===== config.mk =====
export PLATFORM = sky130hd
export DESIGN_NAME = md_unit_flat
export DESIGN_NICKNAME = d
export VERILOG_FILES = /design/src/rtl/md_unit_if.sv /design/src/rtl/md_unit.sv /design/src/flat_wrapper.sv
export SDC_FILE = /design/constraint.sdc
export NUM_CORES = 1
export LEC_CHECK = 0
export BUFFER_PORTS_ARGS = -buffer_cell sky130_fd_sc_hd__buf_2
export CORE_UTILIZATION = 60
export DETAILED_ROUTE_END_ITERATION = 8
export HOLD_SLACK_MARGIN = 0.06
export PLACE_DENSITY = 0.92
export SLEW_MARGIN = 0
export SYNTH_ARGS = -nofsm -noshare
export SYNTH_HDL_FRONTEND = slang
export SYNTH_SLANG_ARGS = --single-unit

===== constraint.sdc =====
create_clock -name clock -period 6.87 [get_ports clock]
set_clock_uncertainty 0.05 [all_clocks]
set_input_delay 1.374 -clock clock [delete_from_list [all_inputs] [get_ports clock]]
set_output_delay 1.374 -clock clock [all_outputs]
set_load 0.05 [all_outputs]

===== src/rtl/md_unit_if.sv =====
`default_nettype none
// ============================================================================
// Module      : md_unit_if
// Description : Request/result bundle between the execute stage and md_unit.
// Revision    : 1.0  initial release
// ============================================================================
interface md_unit_if #(
  parameter int WIDTH = 32
);
  logic             start;
  logic             op_signed;
  logic             op_div;
  logic [WIDTH-1:0] a;
  logic [WIDTH-1:0] b;
  logic             flush;
  logic             busy;
  logic             done;
  logic [WIDTH-1:0] hi;
  logic [WIDTH-1:0] lo;
  logic             div_by_zero;

  modport master (
    output start, op_signed, op_div, a, b, flush,
    input  busy, done, hi, lo, div_by_zero
  );

  modport slave (
    input  start, op_signed, op_div, a, b, flush,
    output busy, done, hi, lo, div_by_zero
  );
endinterface
`default_nettype wire


===== src/rtl/md_unit.sv =====
`default_nettype none
// ============================================================================
// Module      : md_unit
// Description : Multi-cycle restoring divider producing HI/LO, fixed latency.
//               Define MDU_MULT_EN to add a shift-add multiply (op_div=0).
// Revision    : 1.0  initial release
// ============================================================================
module md_unit #(
  parameter int WIDTH = 32
) (
  input  wire logic clock,
  input  wire logic reset_n,
  md_unit_if.slave  bus
);
  localparam int c_cntW = $clog2(WIDTH) + 1;
  localparam logic [c_cntW-1:0] c_lastStep = c_cntW'(WIDTH - 1);

  typedef enum logic [1:0] {
    IDLE = 2'd0,
    RUN  = 2'd1,
    FIX  = 2'd2,
    DONE = 2'd3
  } state_t;

  state_t              r_state;
  state_t              w_nextState;
  logic [c_cntW-1:0]   r_count;
  logic [WIDTH-1:0]    r_rem;
  logic [WIDTH-1:0]    r_quot;
  logic [WIDTH-1:0]    r_operand;
  logic [WIDTH-1:0]    r_aRaw;
  logic                r_negQ;
  logic                r_negR;
  logic [WIDTH-1:0]    r_hi;
  logic [WIDTH-1:0]    r_lo;
  logic                r_dbz;
`ifdef MDU_MULT_EN
  logic                r_opDiv;
  logic [WIDTH:0]      w_addSum;
  logic [2*WIDTH-1:0]  w_prod;
`endif

  logic                w_canStart;
  logic                w_opOk;
  logic                w_accept;
  logic                w_aNeg;
  logic                w_bNeg;
  logic [WIDTH-1:0]    w_aMag;
  logic [WIDTH-1:0]    w_bMag;
  logic [WIDTH:0]      w_remShift;
  logic [WIDTH:0]      w_diff;
  logic [WIDTH-1:0]    w_stepRem;
  logic [WIDTH-1:0]    w_stepQuot;
  logic [WIDTH-1:0]    w_fixHi;
  logic [WIDTH-1:0]    w_fixLo;
  logic                w_fixDbz;

  assign w_canStart = (r_state == IDLE) || (r_state == DONE);
`ifdef MDU_MULT_EN
  assign w_opOk     = 1'b1;
`else
  assign w_opOk     = bus.op_div;
`endif
  assign w_accept   = bus.start & ~bus.flush & w_canStart & w_opOk;

  assign w_aNeg = bus.op_signed & bus.a[WIDTH-1];
  assign w_bNeg = bus.op_signed & bus.b[WIDTH-1];
  assign w_aMag = w_aNeg ? -bus.a : bus.a;
  assign w_bMag = w_bNeg ? -bus.b : bus.b;

  always_ff @(posedge clock or negedge reset_n) begin
    if (!reset_n) begin
      r_state <= IDLE;
    end else begin
      r_state <= w_nextState;
    end
  end

  // flush outranks everything, including a start on the same edge
  always_comb begin
    w_nextState = r_state;
    if (bus.flush) begin
      w_nextState = IDLE;
    end else begin
      case (r_state)
        IDLE:    if (w_accept) w_nextState = RUN;
        RUN:     if (r_count == c_lastStep) w_nextState = FIX;
        FIX:     w_nextState = DONE;
        DONE:    w_nextState = w_accept ? RUN : IDLE;
        default: w_nextState = IDLE;
      endcase
    end
  end

  // One restoring step: shift {rem,quot} left, keep the trial difference if non-negative
  assign w_remShift = {r_rem, r_quot[WIDTH-1]};
  assign w_diff     = w_remShift - {1'b0, r_operand};
`ifdef MDU_MULT_EN
  assign w_addSum   = {1'b0, r_rem} + (r_quot[0] ? {1'b0, r_operand} : {(WIDTH+1){1'b0}});
`endif

  always_comb begin
    w_stepRem  = w_diff[WIDTH] ? w_remShift[WIDTH-1:0] : w_diff[WIDTH-1:0];
    w_stepQuot = {r_quot[WIDTH-2:0], ~w_diff[WIDTH]};
`ifdef MDU_MULT_EN
    if (!r_opDiv) begin
      w_stepRem  = w_addSum[WIDTH:1];
      w_stepQuot = {w_addSum[0], r_quot[WIDTH-1:1]};
    end
`endif
  end

  always_comb begin
    w_fixHi  = r_negR ? -r_rem  : r_rem;
    w_fixLo  = r_negQ ? -r_quot : r_quot;
    w_fixDbz = 1'b0;
    if (r_operand == '0) begin
      w_fixHi  = r_aRaw;
      w_fixLo  = '1;
      w_fixDbz = 1'b1;
    end
`ifdef MDU_MULT_EN
    w_prod = r_negQ ? -{r_rem, r_quot} : {r_rem, r_quot};
    if (!r_opDiv) begin
      w_fixHi  = w_prod[2*WIDTH-1:WIDTH];
      w_fixLo  = w_prod[WIDTH-1:0];
      w_fixDbz = 1'b0;
    end
`endif
  end

  // For multiply the multiplicand sits in r_operand and the multiplier in r_quot
  always_ff @(posedge clock or negedge reset_n) begin
    if (!reset_n) begin
      r_count   <= '0;
      r_rem     <= '0;
      r_quot    <= '0;
      r_operand <= '0;
      r_aRaw    <= '0;
      r_negQ    <= 1'b0;
      r_negR    <= 1'b0;
      r_hi      <= '0;
      r_lo      <= '0;
      r_dbz     <= 1'b0;
`ifdef MDU_MULT_EN
      r_opDiv   <= 1'b0;
`endif
    end else if (w_accept) begin
      r_count <= '0;
      r_rem   <= '0;
      r_aRaw  <= bus.a;
      r_negQ  <= w_aNeg ^ w_bNeg;
      r_negR  <= w_aNeg;
`ifdef MDU_MULT_EN
      r_opDiv   <= bus.op_div;
      r_operand <= bus.op_div ? w_bMag : w_aMag;
      r_quot    <= bus.op_div ? w_aMag : w_bMag;
`else
      r_operand <= w_bMag;
      r_quot    <= w_aMag;
`endif
    end else if (!bus.flush) begin
      if (r_state == RUN) begin
        r_rem   <= w_stepRem;
        r_quot  <= w_stepQuot;
        r_count <= r_count + c_cntW'(1);
      end
      if (r_state == FIX) begin
        r_hi  <= w_fixHi;
        r_lo  <= w_fixLo;
        r_dbz <= w_fixDbz;
      end
    end
  end

  assign bus.busy        = (r_state == RUN) || (r_state == FIX);
  assign bus.done        = (r_state == DONE);
  assign bus.hi          = r_hi;
  assign bus.lo          = r_lo;
  assign bus.div_by_zero = r_dbz;
endmodule
`default_nettype wire


===== src/flat_wrapper.sv =====
// flat-port wrapper written by rule: the top's interface ports become plain ports
module md_unit_flat 
#(
  parameter int WIDTH = 32
)
  (clock, reset_n, bus_start, bus_op_signed, bus_op_div, bus_a, bus_b, bus_flush, bus_busy, bus_done, bus_hi, bus_lo, bus_div_by_zero);
  md_unit_if #(.WIDTH(WIDTH)) bus_i ();
  input  wire logic clock;
  input  wire logic reset_n;
  input wire logic [$bits(bus_i.start)-1:0] bus_start;
  input wire logic [$bits(bus_i.op_signed)-1:0] bus_op_signed;
  input wire logic [$bits(bus_i.op_div)-1:0] bus_op_div;
  input wire logic [$bits(bus_i.a)-1:0] bus_a;
  input wire logic [$bits(bus_i.b)-1:0] bus_b;
  input wire logic [$bits(bus_i.flush)-1:0] bus_flush;
  output wire logic [$bits(bus_i.busy)-1:0] bus_busy;
  output wire logic [$bits(bus_i.done)-1:0] bus_done;
  output wire logic [$bits(bus_i.hi)-1:0] bus_hi;
  output wire logic [$bits(bus_i.lo)-1:0] bus_lo;
  output wire logic [$bits(bus_i.div_by_zero)-1:0] bus_div_by_zero;
  assign bus_i.start = bus_start;
  assign bus_i.op_signed = bus_op_signed;
  assign bus_i.op_div = bus_op_div;
  assign bus_i.a = bus_a;
  assign bus_i.b = bus_b;
  assign bus_i.flush = bus_flush;
  assign bus_busy = bus_i.busy;
  assign bus_done = bus_i.done;
  assign bus_hi = bus_i.hi;
  assign bus_lo = bus_i.lo;
  assign bus_div_by_zero = bus_i.div_by_zero;
  md_unit #(.WIDTH(WIDTH)) u_core (.clock(clock), .reset_n(reset_n), .bus(bus_i));
endmodule

==> metrics.md <==
| Metric | Value |
|---|---|
| Pin count of the biggest net entering global routing | `131` |
| Actual slew at the worst max-slew pin | `1.10 ns` |
| Busiest layer in global routing | `met2` |
| Synthesized area | `0.0131 mm2` |
| Resized cells post-CTS | `0` |
| RR Startpoint | `u_core.r_quot[31]` |
| Grt ovf | `0` |
| Dpl hpwl | `26200 um` |
| Worst Hold Class | `flip-flop to flip-flop` |
| Routed Antenna Nets | `0` |
| Synth warn | `0` |
| DRT Pass-1 Iters | `9` |
| Vias | `12500` |
| Leakage | `6.69 nW` |
| Slew margin rel. | `26.6%` |
| Core area | `0.0212 mm2` |
| Final Max Tran Viols | `0` |
| Cts hold-fix bufs | `0` |
| Max_cap viols | `0` |
| CTS Buf Count | `22` |
| Sink Count | `203` |
| HP Start | `u_core.bus.hi[2]` |
| Async SR Flop Fraction | `100%` |
| Unrepaired setup endpoints after global routing | `false` |
| Reg-to-reg setup timing slack | `2.89 ns` |
| Die X-Extent | `150 um` |
| Nets | `1817` |
| Post-Syn Area per Cell | `8.04 um2` |
| Setup Buffers After CTS | `0` |
| Row count | `53` |
| Final min period | `3.98 ns` |
| Routed len/inst | `18.4 um` |
| CTS tree | `done` |
| Clk root buf | `clkbuf_16` |
| Clk buf depth | `3` |
| CP max FO | `20` |
| Worst hold slack | `0.421 ns` |
| Grt met2 use | `53.9%` |
| DR iter-0 viols | `1212` |
| Starting density of the core | `61.8%` |
| Vias in the first global route | `11700` |
| Startpoint class of the critical path | `flip-flop` |
| FF-to-FF End | `u_core.r_rem[11]` |
| Die Ht | `150 um` |
| IO Count | `137` |
| Clock latency reported for the late side of the worst-skew pair | `0.52 ns` |
| Status | `completed` |
| Post-synth EDFFs | `0` |
| PortBufs | `136` |
| Met1 global-route usage | `42.9%` |
| Routed WL | `36700 um` |
| Sequential area share after synthesis | `38.9%` |
| Final Cycle Share | `57.9%` |
| DR DRC count | `0` |
| Flops & latches, synth | `203` |
| CP Class | `flip-flop to flip-flop` |
| Die Area | `0.0224 mm2` |
| Area Growth Syn to Fin | `11.7%` |
| Aggregate global-route resource usage | `33.1%` |
| Max Fclk | `0.251 GHz` |
| Proportion of layout cells with a drive suffix above 1 | `11.9%` |
| Power per cell area | `593 mW/mm2` |
| Critical Path AT | `4.35 ns` |
| CP endpoint kind | `flip-flop` |
| Final GP Congestion | `0.936` |
| WHS Endpoint | `u_core.bus.hi[2]` |
| Via density per instance | `6.24` |
| Required @ worst endpoint | `7.24 ns` |
| Worst-path clk slew | `0.06 ns` |
| Synth unique cells | `64` |
| Syn Inst Count | `1626` |
| # H-tree levels | `1` |
| Setup TNS | `0 ns` |
| First-pass GRT wire length | `58700 um` |
| Reg2reg path depth | `13` |
| Synthesized net count | `1738` |
| Setup Viol. Count Final | `0` |
| Worst Hold Path Cells | `2` |
| Worst ir drop on vdd | `0.224 mV` |
| Top FF cell, synth | `dfrtp_1` |
| Met3 global-route usage | `5.24%` |
| Initial antenna violation count | `1` |
| Endpoints failing hold | `0` |
## kinds of logic after synthesis
| family | after synthesis | synth area share (%) |
|---|---|---|
| compound gates | 449 | 20.6 |
| xor+xnor | 144 | 9.65 |
| fa+ha+maj | 42 | 4.08 |
| buf+inv | 149 | 4.34 |
| flops | 203 | 38.9 |
| mux | 20 | 1.53 |
| simple gates | 619 | 20.9 |
## report_power, final
group	leakage [nW]	internal, mW	switching, mW	total (mW)
registers	2.49	1.76	0.707	2.47
clock network	0.345	0.669	0.485	1.15
logic	3.85	1.78	3.25	5.02
## flip-flops by register name (all words and copies together) (netlist names)
register,count
u_core.bus.lo,32
u_core.r_aRaw,32
u_core.r_negQ,1
u_core.r_quot,32
u_core.bus.div_by_zero,1
u_core.r_operand,32
u_core.r_state,2
u_core.r_rem,32
u_core.bus.hi,32
u_core.r_negR,1
u_core.r_count,6
## final cells by class
| type | instances | area (um2) |
|---|---|---|
| tap | 275 | 344 |
| antenna | 4 | 10.0 |
| sequential | 203 | 5080 |
| fill | 1581 | 6560 |
| clock inverter | 8 | 78.8 |
| inverter | 58 | 218 |
| multi-input combinational | 1274 | 7470 |
| clock buffer | 30 | 621 |
| timing repair buffer | 146 | 764 |
## placed cells by master (no fill, tap or decap), types with 6 or more instances in the layout
cell type	Yosys	layout
nor2_1	158	156
xnor2_1	59	59
o21bai_1	10	10
inv_1	57	57
buf_2	3	135
and3_1	12	12
clkbuf_16	0	22
o41ai_1	18	18
buf_4	1	10
nand2b_1	7	6
or2_2	7	7
o21ai_0	135	135
nor3_1	19	19
nor4_1	21	21
nand2_1	304	304
or3_1	17	17
nor2b_1	12	11
o211ai_1	10	10
ha_1	41	41
or4_1	7	7
a211oi_1	13	13
nand3_1	19	19
dfrtp_1	203	203
nand4_1	14	14
a21o_1	15	15
o31ai_1	21	21
a21oi_1	144	144
o21a_1	9	9
a31oi_1	48	48
mux2i_1	20	20
xor2_1	85	85
## worst max-delay path: stages (launching register included)
cell and delay, ns:
dfrtp_1 0.42, inv_1 0.14, ha_1 0.24, fa_1 0.38
nor2b_1 0.20, o31a_1 0.16, o21ai_0 0.14, a211oi_1 0.57
o21ai_0 0.27, a21boi_2 0.48, nor2_2 0.16, buf_4 0.27
mux2i_1 0.15, a211oi_1 0.24
## per-layer routing
layer  up-vias  wire length, um
met5         -                0
met2       678            17000
met1      5850            14500
met4         0             1950
met3       137             3310
li1       5811                -
## stage by stage
step	utilization [%]	cells	area (um2)	setup WS, ns	total power, mW
2_1_floorplan	-	1626	13100	3.49	6.05
3_3_place_gp	65.6	1956	13900	2.59	7.13
3_5_place_dp	65.6	1956	13900	2.46	7.34
4_1_cts	68.9	1994	14600	2.92	8.55
5_1_grt	68.9	1995	14600	2.60	9.23
6_report	69.0	1998	14600	2.89	8.65
## synthesized netlist by cell type (20+ instances only)
cell      count  area share (%)
dfrtp_1     203              39
nor2_1      158             4.5
mux2i_1      20             1.5
ha_1         41             3.9
a21oi_1     144             5.5
xnor2_1      59             4.0
nand2_1     304             8.7
a31oi_1      48             2.3
clkbuf_1     78             2.2
o31ai_1      21             1.2
o21ai_0     135             5.2
nor4_1       21             1.0
xor2_1       85             5.7
inv_1        57             1.6
## how the worst max path moves through the flow
stage | depth (start not counted) | from | endpoint
finish | 13 | u_core.r_quot[31] | u_core.r_rem[11]
global route | 13 | u_core.r_quot[31] | u_core.r_rem[11]
CTS | 7 | bus_flush | u_core.bus.lo[23]
detailed placement | 7 | bus_flush | u_core.bus.lo[23]
global placement | 7 | bus_flush | u_core.bus.lo[30]
floorplan | 8 | bus_a[4] | u_core.r_quot[27]
(Power assumes the default switching activity.)
